[config.mk]
export PLATFORM = sky130hd
export DESIGN_NAME = armleocpu_divider
export DESIGN_NICKNAME = d
export VERILOG_FILES = /design/src/rtl/armleocpu_divider.sv
export SDC_FILE = /design/constraint.sdc
export NUM_CORES = 1
export LEC_CHECK = 0
export CAP_MARGIN = 40
export CORE_MARGIN = 8
export CORE_UTILIZATION = 55
export DETAILED_ROUTE_END_ITERATION = 6
export HOLD_SLACK_MARGIN = 0.08
export PLACE_DENSITY = 0.88
export SETUP_SLACK_MARGIN = 0.02
export SLEW_MARGIN = 10
export SYNTH_ARGS = -nofsm -noshare
export SYNTH_HDL_FRONTEND = slang
export SYNTH_SLANG_ARGS = --single-unit
[constraint.sdc]
create_clock -name clk -period 6.41 [get_ports clk]
set_input_delay 1.282 -clock clk [delete_from_list [all_inputs] [get_ports clk]]
set_output_delay 1.282 -clock clk [all_outputs]
set_load 0.1 [all_outputs]
[src/rtl/armleocpu_divider.sv]
// armleocpu_divider: iterative restoring divider for DIV/DIVU/REM/REMU.
// One quotient bit per cycle. Divide-by-zero skips the iteration entirely.
// The output registers load on the DONE edge, and ready is a registered
// one-cycle pulse that follows it.
// Optional feature macro: DIVIDER_SIGNED_EN. It enables signed operation
// through is_signed: operands are made absolute at accept and the signs are
// fixed up in one extra cycle. Without the macro, is_signed is ignored.
module armleocpu_divider #(
  parameter int WIDTH = 32
) (
  input  logic             clk,
  input  logic             rst_n,
  input  logic             valid,
  input  logic [WIDTH-1:0] dividend,
  input  logic [WIDTH-1:0] divisor,
  input  logic             is_signed,
  output logic             ready,
  output logic             division_by_zero,
  output logic [WIDTH-1:0] quotient,
  output logic [WIDTH-1:0] remainder
);

  localparam int CW = (WIDTH > 1) ? $clog2(WIDTH) : 1;

  typedef enum logic [1:0] {IDLE, CALC, FIXUP, DONE} state_t;

  state_t           state_reg, state_next;
  logic [CW-1:0]    cnt_reg;
  logic [WIDTH-1:0] rem_reg;      // partial remainder
  logic [WIDTH-1:0] dvd_reg;      // dividend bits shift out, quotient bits shift in
  logic [WIDTH-1:0] dvs_reg;
  logic             dbz_op_reg;   // current op is a divide-by-zero
  logic             signed_reg;   // current op needs the sign fixup cycle
  logic             neg_q_reg;
  logic             neg_r_reg;
  logic [WIDTH-1:0] quotient_reg;
  logic [WIDTH-1:0] remainder_reg;
  logic             dbz_reg;
  logic             ready_reg;

  logic             div_zero;
  logic             a_neg, b_neg;
  logic [WIDTH-1:0] a_abs, b_abs;

  assign div_zero = (divisor == '0);

`ifdef DIVIDER_SIGNED_EN
  assign a_neg = is_signed & dividend[WIDTH-1];
  assign b_neg = is_signed & divisor[WIDTH-1];
`else
  logic unused_is_signed;
  assign unused_is_signed = is_signed;
  assign a_neg = 1'b0;
  assign b_neg = 1'b0;
`endif
  // The most negative value maps to itself, which read as unsigned is its magnitude.
  assign a_abs = a_neg ? -dividend : dividend;
  assign b_abs = b_neg ? -divisor  : divisor;

  // One restoring step. The borrow out of the widened subtraction is the compare.
  logic [WIDTH:0]   shifted;
  logic [WIDTH+1:0] diff;
  logic             ge;
  logic [WIDTH-1:0] rem_step;
  logic [WIDTH-1:0] quo_step;
  logic             unused_diff_bit;

  assign shifted         = {rem_reg, dvd_reg[WIDTH-1]};
  assign diff            = {1'b0, shifted} - {2'b00, dvs_reg};
  assign ge              = ~diff[WIDTH+1];
  assign rem_step        = ge ? diff[WIDTH-1:0] : shifted[WIDTH-1:0];
  assign quo_step        = {dvd_reg[WIDTH-2:0], ge};
  assign unused_diff_bit = diff[WIDTH];

  // State register.
  always_ff @(posedge clk or posedge rst_n) begin
    if (rst_n) state_reg <= IDLE;
    else       state_reg <= state_next;
  end

  // Next-state logic. Valid is only looked at in IDLE.
  always_comb begin
    state_next = state_reg;
    case (state_reg)
      IDLE:  if (valid) state_next = div_zero ? DONE : CALC;
      CALC:  if (cnt_reg == '0) state_next = signed_reg ? FIXUP : DONE;
      FIXUP: state_next = DONE;
      DONE:  state_next = IDLE;
      default: state_next = IDLE;
    endcase
  end

  // Datapath and the output registers.
  always_ff @(posedge clk or posedge rst_n) begin
    if (rst_n) begin
      cnt_reg       <= '0;
      rem_reg       <= '0;
      dvd_reg       <= '0;
      dvs_reg       <= '0;
      dbz_op_reg    <= 1'b0;
      signed_reg    <= 1'b0;
      neg_q_reg     <= 1'b0;
      neg_r_reg     <= 1'b0;
      quotient_reg  <= '0;
      remainder_reg <= '0;
      dbz_reg       <= 1'b0;
      ready_reg     <= 1'b0;
    end else begin
      ready_reg <= 1'b0;
      case (state_reg)
        IDLE: if (valid) begin
          dbz_reg    <= 1'b0;
          dbz_op_reg <= div_zero;
          cnt_reg    <= CW'(WIDTH - 1);
          rem_reg    <= '0;
          // A divide-by-zero hands back the untouched dividend as the remainder.
          dvd_reg    <= div_zero ? dividend : a_abs;
          dvs_reg    <= b_abs;
`ifdef DIVIDER_SIGNED_EN
          signed_reg <= is_signed;
`else
          signed_reg <= 1'b0;
`endif
          neg_q_reg  <= a_neg ^ b_neg;
          neg_r_reg  <= a_neg;
        end
        CALC: begin
          rem_reg <= rem_step;
          dvd_reg <= quo_step;
          cnt_reg <= cnt_reg - CW'(1);
        end
`ifdef DIVIDER_SIGNED_EN
        FIXUP: begin
          dvd_reg <= neg_q_reg ? -dvd_reg : dvd_reg;
          rem_reg <= neg_r_reg ? -rem_reg : rem_reg;
        end
`endif
        DONE: begin
          ready_reg <= 1'b1;
          if (dbz_op_reg) begin
            quotient_reg  <= '1;
            remainder_reg <= dvd_reg;
            dbz_reg       <= 1'b1;
          end else begin
            quotient_reg  <= dvd_reg;
            remainder_reg <= rem_reg;
          end
        end
        default: ;
      endcase
    end
  end

  assign ready            = ready_reg;
  assign division_by_zero = dbz_reg;
  assign quotient         = quotient_reg;
  assign remainder        = remainder_reg;

endmodule

# Yosys cells after proc, flatten, opt, wreduce, memory -nomap -nowiden
# Index checks and enable logic that the tools add are counted.
[totals] regBits=170 input_bits=68 word_cells=45
[op_classes] n_eq_ne=6 n_reduce_logical=9 add_sub_neg=2 muxes=17 n_bitwise=1
[op_table] cell="$mux 32" n=5
[op_table] cell="$pmux 32 s2" n=2
[op_table] cell="$sub 33x32->34" n=1
[op_table] cell="$logic_not 32->1" n=1
[op_table] cell="$pmux 5 s2" n=1
[op_table] cell="$pmux 2 s4" n=1
[op_table] cell="$mux 2" n=3
[op_table] cell="$ne 2x2->1 const B" n=3
[op_table] cell="$reduce_and 2->1" n=3
[op_table] cell="$logic_not 5->1" n=1
[op_table] cell="$mux 5" n=1
[op_table] cell="$sub 5x1->5 const B" n=1
[op_table] cell="$eq 2x2->1 const B" n=2
[op_table] cell="$reduce_bool 2->1" n=2
[op_table] cell="$mux 1" n=3
[op_table] cell="$reduce_and 3->1" n=1
[op_table] cell="$eq 2x1->1 const B" n=1
[op_table] cell="$logic_not 2->1" n=1
[op_table] cell="$pmux 1 s2" n=1
[op_table] cell="$not 1->1" n=1

# Longest topological paths before layout
[logic_depth] word_depth=4 depth_mapped=13 depth_no_buf=12

# Worst setup path before layout
# No wires, ideal clock.
[synth_path] path_kind="reg-to-reg" startpoint="register dvd_reg[31]" endpoint="register rem_reg[28]" arrival_time_ps=2655 path_buffers=0 stages_incl_launch_ff=13 required_ps=6284 period_less_slack_ps=2781 setup_slack_ps=3629 setup_ps=126 path_cell_list="dfrtp_1 inv_1 ha_1 inv_1 fa_1 a211oi_1 o21ai_0 a21oi_2 o21ai_4 a211oi_2 o211a_1 nor3_1 a221o_1"
[synth_between] elab_chain_cells=3
[synth_lines] item="start, declared" line="30" rtl="logic [WIDTH-1:0] dvd_reg;"
[synth_lines] item="start signal, assigned" line="117" rtl="dvd_reg <= div_zero ? dividend : a_abs;"
[synth_lines] item="start signal, assigned" line="129" rtl="dvd_reg <= quo_step;"
[synth_lines] item="$sub 33x32->34" line="69" rtl="assign diff = {1'b0, shifted} - {2'b00, dvs_reg};"
[synth_lines] item="$mux 32" line="71" rtl="assign rem_step = ge ? diff[WIDTH-1:0] : shifted[WIDTH-1:0];"
[synth_lines] item="$pmux 32 s2" line="110" rtl="case (state_reg)"
[synth_lines] item="end signal, assigned" line="128" rtl="rem_reg <= rem_step;"
[synth_lines] item="end, declared" line="29" rtl="logic [WIDTH-1:0] rem_reg;"
# Every way passes these cells.
# A chain may end at the register's enable or synchronous reset.

# Worst setup path in the final report
# Same ends and word-level chain as after synthesis.

==> impl_results.md <==
* Avg WL per Cell at 20.5 microns
* Layout area overhead at 34.8%
* Mean post-synth cell area at 9.50 sq um
* Critical Path RT at 6.72 ns
* First-pass GRT wire length at 45400 microns
* Num rows at 47
* Worst hold path endpoint: dbz_op_reg
* Clock Path Buffers at 2
* CP Capture Type: flip-flop
* Fin nets at 1241
* Slew @ Worst Pin at 0.907 ns
* R2R Setup Slk at 2.98 ns
* Main combinational cell family by area after synthesis: compound AO/OA/AOI/OAI gates
* Reg2Reg Depth at 12
* Post-Synth Simple-Gate Area at 13.5%
* Synth Area in Compound Gates at 18.0%
* DRT iter0 DRCs at 990
* Initial antenna violation count at 0
* DP HPWL at 19900 microns
* Post-synth EDFFs at 0
* XOR/XNOR share of the synthesized area at 2.39%
* Fill count at 1006
* CP Class: flip-flop to flip-flop
* CTS clk-pin slew, worst paths at 0.07 ns
* Vias in the first global route at 8321
* Routed wl met2 at 13700 microns
* Slew margin rel. at 39.5%
* Clk_lat worst skew at 0.44 ns
* Final setup vio count at 0
* Post-route ant nets at 0
* Metal-1 WL at 11200 microns
* Synth area leader: dfrtp_1
* WHS at 0.489 ns
* Register area share after synthesis at 46.5%
* Uppermost layer routed: met4
* Antenna cells at 0
* Status: completed
* Tot GR Track Use at 26.6%
* Crit share post-route at 53.5%
* Mapped Cells at 964
* H-tree depth at 4
* RSZ-0062 raised after global routing: no
* Starting density of the core at 55.8%
* Mux cell area share after synthesis at 9.62%
* Final hold viol count at 0
* Total core area at 16400 sq um
* CTS Hold Bufs at 0
* Routed wire length at 28000 microns
* Share of async-settable or async-resettable flops after synthesis at 100%
* Fin Clk Skew at 0.00920 ns
* Post-CTS Resized at 0
* Post-route minimum period at 3.43 ns
* Post-Syn Nets at 1071
* WL met3 at 2020 microns
* Setup TNS Final at 0 ns
* Port-buffer cells at 132
* Max Cap Viol at 0
* Hold Crit Class: flip-flop to flip-flop
* Die Ht at 145 microns
* Ys Warns at 0
* Clk sinks at 170
* DR vias at 8405
* Worst Path Arrival at 3.74 ns
* Synth Area in Adders at 5.41%
* TritonCTS Buffers at 17
* Post-CTS Setup Inserts at 0
* Distinct cells, synth at 67
* Drt via density at 6.15
* Crit path from: dvd_reg[31]
* CTS tree: yes
* Post-synth top area share at 46.5%
* Drt drc at 0
* RR Startpoint: dvd_reg[31]
* Worst R2R End: rem_reg[28]
* Chip Width at 145 microns
* Root buf cell: clkbuf_16
* I/O pin count at 134
* F_max at 0.292 GHz
* Share of post-route cells with drive strength above 1 at 14.1%
* Synth top area cells: dfrtp_1, nor2_1, mux2i_1
* CP max FO at 5
* Hold Crit Start: dbz_op_reg
* Ys flop type: dfrtp_1
* Gp weighted congestion at 0.948
* Largest net degree at the start of global routing at 99
* Full die area at 21000 sq um
* Hold Path Depth at 2
* Worst setup SP type: flip-flop
* Pins Over Slew Limit at 0
* Congestion Overflow GR at 0
* Synthesized flop and latch total at 170
* Cell Area, Synth at 9160 sq um
* 1st-pass router iterations at 7
[cell type report]
| class | instances | area [sq um] | area share, % |
|---|---|---|---|
| Multi-Input combinational cell | 691 | 4500 | 36.5 |
| Tap cell | 220 | 275 | 2.23 |
| Clock buffer | 18 | 439 | 3.56 |
| Timing Repair Buffer | 207 | 2550 | 20.7 |
| Sequential cell | 170 | 4260 | 34.5 |
| Inverter | 47 | 181 | 1.47 |
| Clock inverter | 14 | 138 | 1.12 |
[cells in the mapped netlist (2+ instances only)]
master / count
a211oi_1: 7
a2111oi_4: 2
a41oi_1: 2
a32oi_1: 7
or2_2: 2
buf_1: 7
mux2i_1: 52
o211a_1: 2
a221o_1: 2
o21ai_0: 29
a21o_1: 10
mux2_2: 32
buf_2: 4
ha_1: 38
inv_1: 47
xor2_1: 4
o211ai_1: 4
clkbuf_1: 41
a22oi_1: 2
o31a_1: 2
nand3_1: 11
buf_6: 3
o21bai_1: 5
o21a_1: 3
and2_1: 3
nand4_1: 5
or3_1: 2
o21ai_1: 18
a21oi_1: 100
nor3_1: 5
nor2_1: 171
nand2_1: 50
xnor2_1: 21
nand2b_1: 4
a21oi_2: 2
o31ai_1: 7
nor2b_1: 5
and3_1: 6
o22a_1: 5
a31oi_1: 6
nor4_1: 10
dfrtp_1: 170
o22ai_1: 31
o2111ai_1: 2
[stage by stage]
stage / util [%] / worst slack (ns) / area, sq um / cells
2_1_floorplan: - / 0.525 / 9160 / 964
3_3_place_gp: 64.6 / 3.10 / 10600 / 1268
3_5_place_dp: 71.7 / 3.05 / 11800 / 1335
4_1_cts: 75.2 / 3.03 / 12300 / 1367
5_1_grt: 75.2 / 2.80 / 12300 / 1367
6_report: 75.2 / 2.98 / 12300 / 1367
[metal layers]
metal	global-route usage [%]	vias up
met5	0	-
met4	12.4	0
met3	4.51	90
met2	44.0	470
met1	33.5	4092
li1	-	3753
[worst max-delay path by stage]
stage | to | slack, ns | cells past startpoint
global placement | rem_reg[28] | 3.10 | 6
floorplan | cnt_reg[0] | 0.52 | 1
detailed placement | rem_reg[28] | 3.05 | 6
global route | rem_reg[28] | 2.80 | 12
CTS | rem_reg[28] | 3.03 | 12
finish | rem_reg[28] | 2.98 | 12
[kinds of logic after synthesis]
logic type                 Yosys count
adders and majority gates           39
AOI/OAI and AO/OA                  259
muxes                               84
buffers and inverters              103
and+or+nand+nor                    284
DFF                                170
xor gates and xnor gates            25
[worst max-delay path: stages (launching register included)]
cell and delay [ns]:
dfrtp_1 0.46, inv_1 0.09, ha_1 0.17, inv_1 0.06, fa_1 0.46, a211oi_1 0.32
o21ai_0 0.20, a21oi_2 0.33, o21ai_4 0.15, a211oi_2 0.44, o211a_1 0.23, nor3_1 0.06
a221o_1 0.33
[cell usage in the layout, fill, tap and decap left out, drive strengths merged, types with 5 or more instances in the layout]
| cell | n |
|---|---|
| o21bai | 5 |
| clkbuf | 18 |
| nor3 | 5 |
| a211oi | 9 |
| a32oi | 7 |
| inv | 51 |
| o22a | 5 |
| nand3 | 13 |
| xnor2 | 21 |
| mux2 | 32 |
| nor2b | 5 |
| clkinv | 5 |
| nor2 | 172 |
| o21ai | 48 |
| dfrtp | 170 |
| a21o | 10 |
| ha | 38 |
| a21oi | 102 |
| nand4 | 6 |
| nand2 | 51 |
| nor4 | 10 |
| and3 | 6 |
| o31ai | 7 |
| o22ai | 31 |
| clkdlybuf4s50 | 132 |
| a31oi | 6 |
| mux2i | 52 |
| buf | 75 |
Power is not shown: default switching activity piles up to over one toggle a cycle in this logic, so the estimate is an artifact.
